[config.mk]
export PLATFORM = sky130hd
export DESIGN_NAME = fpga_data_source
export DESIGN_NICKNAME = d
export VERILOG_FILES = /design/src/rtl/fpga_data_source_pkg.sv /design/src/rtl/fpga_data_source_ram.sv /design/src/rtl/fpga_data_source.sv
export SDC_FILE = /design/constraint.sdc
export NUM_CORES = 1
export LEC_CHECK = 0
export CAP_MARGIN = 20
export CELL_PAD_IN_SITES_DETAIL_PLACEMENT = 0
export CELL_PAD_IN_SITES_GLOBAL_PLACEMENT = 1
export CORE_UTILIZATION = 53
export CTS_CLUSTER_DIAMETER = 30
export DETAILED_ROUTE_END_ITERATION = 10
export HOLD_SLACK_MARGIN = 0.02
export PLACE_DENSITY_LB_ADDON = 0.1
export SLEW_MARGIN = 20
export SYNTH_ARGS = -nofsm -noshare
export SYNTH_HDL_FRONTEND = slang
export SYNTH_SLANG_ARGS = --single-unit
[constraint.sdc]
create_clock -name clk -period 7.1 [get_ports clk]
set_input_delay 1.42 -clock clk [delete_from_list [all_inputs] [get_ports clk]]
set_output_delay 1.42 -clock clk [all_outputs]
set_load 0.01 [all_outputs]
[src/rtl/fpga_data_source_pkg.sv]
// Shared definitions for the data source and its companion stream sink.
// Holds the register map offsets, command codes, FSM state encodings and
// the geometry of the 32 x 8 packet RAM.
package fpga_data_source_pkg;

    // Avalon-MM register offsets
    localparam logic [1:0] REG_CTRL = 2'd0;
    localparam logic [1:0] REG_STAT = 2'd1;
    localparam logic [1:0] REG_LEN  = 2'd2;
    localparam logic [1:0] REG_DBG  = 2'd3;

    // Packet RAM geometry
    localparam int RAM_DEPTH = 32;
    localparam int RAM_AW    = 5;

    // CTRL[2:1] command codes
    typedef enum logic [1:0] {
        CMD_READ   = 2'b00,
        CMD_WRITE  = 2'b01,
        CMD_STREAM = 2'b10,
        CMD_RSVD   = 2'b11
    } cmd_type_e;

    // Controller states, visible in DBG[9:8]
    typedef enum logic [1:0] {
        ST_IDLE  = 2'd0,
        ST_RD    = 2'd1,
        ST_FETCH = 2'd2,
        ST_SEND  = 2'd3
    } state_e;

endpackage

[src/rtl/fpga_data_source_ram.sv]
// fpga_ram32x8: single-port 32 x 8 RAM, synchronous one-cycle read
// (read-before-write), no reset so it maps onto block/distributed RAM.
// Ports: clk, we (write enable), addr, din (write byte), dout (registered read byte).
module fpga_ram32x8
    import fpga_data_source_pkg::*;
(
    input  logic              clk,
    input  logic              we,
    input  logic [RAM_AW-1:0] addr,
    input  logic [7:0]        din,
    output logic [7:0]        dout
);

    logic [7:0] mem [RAM_DEPTH];

    always_ff @(posedge clk) begin
        if (we) begin
            mem[addr] <= din;
        end
        dout <= mem[addr];
    end

endmodule

[src/rtl/fpga_data_source.sv]
// fpga_data_source: Avalon-MM controlled byte source. Software fills a
// 32 x 8 RAM byte by byte, reads single bytes back through STAT, or streams
// RAM[0..LEN] out as one AXI4-Stream packet.
// Ports:
//   clk, reset_n        clock, asynchronous active-low reset
//   avs_address         register select (CTRL, STAT, LEN, DBG)
//   avs_chipselect      slave select
//   avs_write_n         write strobe, active-low
//   avs_writedata       write data
//   avs_readdata        combinational read data, zero wait states
//   axis4_m_tdata/tvalid/tlast/tready   byte stream master
module fpga_data_source
    import fpga_data_source_pkg::*;
(
    input  logic        clk,
    input  logic        reset_n,
    input  logic [1:0]  avs_address,
    input  logic        avs_chipselect,
    input  logic        avs_write_n,
    input  logic [31:0] avs_writedata,
    output logic [31:0] avs_readdata,
    output logic [7:0]  axis4_m_tdata,
    output logic        axis4_m_tvalid,
    output logic        axis4_m_tlast,
    input  logic        axis4_m_tready
);

    state_e            state_reg, state_next;
    logic [31:0]       ctrl_reg;
    logic              busy_reg;
    logic              error_reg;
    logic [7:0]        last_rd_reg;
    logic [RAM_AW-1:0] len_reg;
    logic [7:0]        beat_cnt_reg;
    logic [RAM_AW-1:0] addr_reg;
    logic [7:0]        tdata_reg;
    logic              tvalid_reg;
    logic              tlast_reg;

    logic              cmd_valid;
    cmd_type_e         cmd_type;
    logic [RAM_AW-1:0] ctrl_addr;
    logic              bus_wr, ctrl_wr, len_wr;
    logic              handshake;

    // Strobes produced by the next-state logic
    logic              accept, start_rd, start_stream, cmd_rsvd;
    logic              ram_we;
    logic [RAM_AW-1:0] ram_addr;
    logic [7:0]        ram_dout;

    assign cmd_valid = ctrl_reg[0];
    assign cmd_type  = cmd_type_e'(ctrl_reg[2:1]);
    assign ctrl_addr = ctrl_reg[12:8];

    // CTRL and LEN are locked while a command is in flight
    assign bus_wr  = avs_chipselect && !avs_write_n && !busy_reg;
    assign ctrl_wr = bus_wr && (avs_address == REG_CTRL);
    assign len_wr  = bus_wr && (avs_address == REG_LEN);

    assign handshake = (state_reg == ST_SEND) && tvalid_reg && axis4_m_tready;

    fpga_ram32x8 u_ram (
        .clk  (clk),
        .we   (ram_we),
        .addr (ram_addr),
        .din  (ctrl_reg[23:16]),
        .dout (ram_dout)
    );

    always_ff @(posedge clk or negedge reset_n) begin
        if (!reset_n) begin
            state_reg <= ST_IDLE;
        end else begin
            state_reg <= state_next;
        end
    end

    // The RAM address is always steered one step ahead: the read for the
    // next beat is issued on the edge that leaves IDLE or SEND, so FETCH
    // only has to capture ram_dout. This gives a first beat two clocks
    // after the CTRL write and one beat every two clocks afterwards.
    always_comb begin
        state_next   = state_reg;
        ram_addr     = addr_reg;
        ram_we       = 1'b0;
        accept       = 1'b0;
        start_rd     = 1'b0;
        start_stream = 1'b0;
        cmd_rsvd     = 1'b0;
        case (state_reg)
            ST_IDLE: begin
                ram_addr = ctrl_addr;
                if (cmd_valid) begin
                    accept = 1'b1;
                    case (cmd_type)
                        CMD_WRITE: ram_we = 1'b1;
                        CMD_READ: begin
                            start_rd   = 1'b1;
                            state_next = ST_RD;
                        end
                        CMD_STREAM: begin
                            start_stream = 1'b1;
                            ram_addr     = '0;
                            state_next   = ST_FETCH;
                        end
                        CMD_RSVD: cmd_rsvd = 1'b1;
                        default: cmd_rsvd = 1'b1;
                    endcase
                end
            end
            ST_RD:    state_next = ST_IDLE;
            ST_FETCH: state_next = ST_SEND;
            ST_SEND: begin
                if (handshake) begin
                    if (tlast_reg) begin
                        state_next = ST_IDLE;
                    end else begin
                        state_next = ST_FETCH;
                        ram_addr   = addr_reg + 1'b1;
                    end
                end
            end
            default: state_next = ST_IDLE;
        endcase
    end

    always_ff @(posedge clk or negedge reset_n) begin
        if (!reset_n) begin
            ctrl_reg     <= '0;
            busy_reg     <= 1'b0;
            error_reg    <= 1'b0;
            last_rd_reg  <= '0;
            len_reg      <= '0;
            beat_cnt_reg <= '0;
            addr_reg     <= '0;
            tdata_reg    <= '0;
            tvalid_reg   <= 1'b0;
            tlast_reg    <= 1'b0;
        end else begin
            // A fresh bus write takes priority over the FSM consuming the
            // previous command, so back-to-back commands are not lost.
            if (ctrl_wr) begin
                ctrl_reg <= avs_writedata;
            end else begin
                if (accept) begin
                    ctrl_reg[0] <= 1'b0;
                end
                if (ctrl_reg[31]) begin
                    ctrl_reg[31] <= 1'b0;
                end
            end

            if (len_wr) begin
                len_reg <= avs_writedata[RAM_AW-1:0];
            end

            if (start_rd || start_stream) begin
                busy_reg <= 1'b1;
            end else if ((state_reg == ST_RD) || (handshake && tlast_reg)) begin
                busy_reg <= 1'b0;
            end

            if (accept) begin
                error_reg <= cmd_rsvd;
            end

            if (state_reg == ST_RD) begin
                last_rd_reg <= ram_dout;
            end

            if (start_stream) begin
                addr_reg <= '0;
            end else if (handshake && !tlast_reg) begin
                addr_reg <= addr_reg + 1'b1;
            end

            if (state_reg == ST_FETCH) begin
                tdata_reg  <= ram_dout;
                tlast_reg  <= (addr_reg == len_reg);
                tvalid_reg <= 1'b1;
            end else if (handshake) begin
                tvalid_reg <= 1'b0;
                tlast_reg  <= 1'b0;
            end

            // Clear beats a concurrent handshake
            if (ctrl_reg[31]) begin
                beat_cnt_reg <= '0;
            end else if (handshake) begin
                beat_cnt_reg <= beat_cnt_reg + 1'b1;
            end
        end
    end

    always_comb begin
        avs_readdata = '0;
        case (avs_address)
            REG_CTRL: avs_readdata = ctrl_reg;
            REG_STAT: avs_readdata = {16'd0, last_rd_reg, 6'd0, error_reg, busy_reg};
            REG_LEN:  avs_readdata = {27'd0, len_reg};
            REG_DBG:  avs_readdata = {11'd0, addr_reg, 6'd0, state_reg, beat_cnt_reg};
            default:  avs_readdata = '0;
        endcase
    end

    assign axis4_m_tdata  = tdata_reg;
    assign axis4_m_tvalid = tvalid_reg;
    assign axis4_m_tlast  = tlast_reg;

endmodule

==> reports/qor.csv <==
metric,value,unit
seq_area_frac_synth,0.687,
area_growth,25.0,%
finalSetupViolCount,0,
start_util,0.540,
dp.cells,1411,
antenna_cells,0,
async_flop_share,0.214,
syn-cell-area,14000,µm²
cts_resized,0,
grt_pass1_vias,8922,
grt_pass1_wl,51400,µm
final_common_cell,edfxtp_1,
slew_viol_final,0,
p_total,8.32,mW
fill_cells,1893,
worstReg2RegStart,state_reg[0],
synthSimpleGateAreaFrac,0.106,
synth_compound_area_frac,0.114,
min_to,last_rd_reg[4],
finalNetCount,1193,
h-tree-depth,3,
timing.rr.end,u_ram.dout[4],
ir_drop,0.304,mV
min-delay-start,u_ram.dout[4],
dpl.hpwl,20100,µm
rsz0062_at_grt,false,
syn_nets,1093,
synth_xor_area_frac,0.00998,
stdcell_count,1538,
vias,9040,
period_needed,5.20,ns
yosysWarnings,0,
synthAdderAreaFrac,0.00535,
die_x,165,µm
p_leak,6.30,nW
max_slew_margin,0.352,
numCtsBuffers,70,
syn_area_per_cell,13.4,µm²
cts.clk_slew.worst_paths,0.04,ns
min_path_type,reg2reg,
postRouteAntennaNets,0,
io_buffers,80,
crit_path_max_fanout,16,
ioPinCount,81,
ys_types,52,
synth_edf_count,256,
fmax,192,MHz
grt_max_degree,72,
layout_common_cells,"edfxtp_1 (256), nand2_1 (162), a21oi_1 (120), a22oi_1 (81), clkdlybuf4s50_1 (79)",
gp_congestion,0.807,
crit_path_start_kind,primary input,
cellPowerDensity,475,nW/µm²
cts_setup_buffers,0,
clk_latency,0.55,ns
cts-root-buf,clkbuf_16,
worstSetupEndpointType,output pin,
crit_type,in2out,
drive_gt1_frac,0.180,
synth_top_family_by_area,compound AO/OA/AOI/OAI gates,
drv_cap,0,
antenna_found_initial,0,
r2r_slack,3.29,ns
rows,59,
track_usage,0.257,
drt_iter0_drc,766,
r2r_cells,9,
cp_data_arrival_time,3.78,ns
fin_skew,0.0263,ns
core_area,26000,µm²
postSynthCellCount,1048,
ys_seq_elements,336,
cts_sinks,336,
largest_register_ffs,256,
timing.setup.tns,0,ns
post_drt_wl_per_cell,22.0,µm
synthMuxAreaShare,0.0522,
first_pass_iters,6,
worstPathRequired,5.68,ns
dieArea,27100,µm²
via_per_inst,5.88,
wirelength,33800,µm
tritoncts,yes,
fin_crit_sh,0.732,
ctsLongestPathBuffers,3,
tightestPinTransition,0.972,ns
ctsHoldBuffers,0,
fp.dieH,165,µm
multi_input_area,4060,µm²
worstHoldPathCells,1,
synthFlopType,edfxtp_1,
ff_latch_area,9650,µm²
hold_viol_final,0,
status,completed,
post-route-drc-count,0,
grt.overflow.total,0,
logic make-up (layout without fill, tap and decap cells):
kind of cell               Yosys count  count (layout)
DFF                                336             336
AOI/OAI and AO/OA                  244             244
and+or+nand+nor                    312             312
buffers and inverters               70             225
xor gates and xnor gates            16              16
muxes                               64              64
adders and majority gates            6               6
cells in the mapped netlist (9+ instances only):
| master | n | area [µm²] |
|---|---|---|
| edfxtp_1 | 256 | 7690 |
| xnor2_1 | 9 | 78.8 |
| a22oi_1 | 81 | 608 |
| a21oi_1 | 120 | 601 |
| a22o_1 | 11 | 96.3 |
| nor2_1 | 54 | 203 |
| a21oi_2 | 12 | 105 |
| dfrtp_1 | 72 | 1800 |
| mux2_2 | 54 | 608 |
| nand4_1 | 10 | 62.6 |
| and2_1 | 13 | 81.3 |
| buf_2 | 21 | 105 |
| nand3_1 | 33 | 165 |
| nand2_1 | 162 | 608 |
| o21ai_0 | 9 | 45.0 |
| clkbuf_1 | 30 | 113 |
how the worst max path moves through the flow:
stage                     depth (start not counted)          endpoint      startpoint
after floorplan                                   4   avs_readdata[2]  avs_address[0]
after global placement                            4   avs_readdata[5]  avs_address[0]
after detailed placement                          4  avs_readdata[19]  avs_address[0]
after CTS                                         4  avs_readdata[19]  avs_address[0]
after global routing                              5   avs_readdata[9]  avs_address[0]
final                                             4  avs_readdata[19]  avs_address[0]
critical path: stages:
cell,delay (ns)
clkdlybuf4s50_1,1.05
and2_1,0.53
a22o_1,0.23
clkdlybuf4s50_1,0.54
power breakdown:
| part | switching (mW) | leakage [nW] | total [mW] | internal (mW) |
|---|---|---|---|---|
| Combinational | 1.48 | 1.82 | 2.28 | 0.807 |
| Clock | 1.01 | 1.21 | 3.42 | 2.41 |
| Sequential | 0.182 | 3.27 | 2.62 | 2.44 |
final cells by class:
class / instances / area share
timing repair buffer: 95 / 0.0519
multi-input combinational: 642 / 0.231
clock buffer: 86 / 0.107
tap: 335 / 0.0239
clock inverter: 41 / 0.0351
sequential: 336 / 0.550
inverter: 3 / 0.000642
layer usage:
layer | GRT usage | wire length (µm) | up-vias
li1 | - | - | 4139
met1 | 0.355 | 14600 | 4478
met2 | 0.393 | 15800 | 324
met3 | 0.0465 | 2060 | 99
met4 | 0.129 | 1390 | 0
met5 | 0 | 0 | -
per-stage QoR:
| step | setup slack, ns | hold slack (ns) | util | cell area, µm² |
|---|---|---|---|---|
| 5_1_grt | 1.84 | 0.512 | 0.675 | 17500 |
| 3_3_place_gp | 1.96 | 0.473 | 0.579 | 15100 |
| 6_report | 1.90 | 0.482 | 0.675 | 17500 |
| 4_1_cts | 1.91 | 0.486 | 0.675 | 17500 |
| 3_5_place_dp | 1.91 | 0.476 | 0.579 | 15100 |
| 2_1_floorplan | 2.98 | 0.445 | - | 14000 |
(Power assumes the default switching activity.)
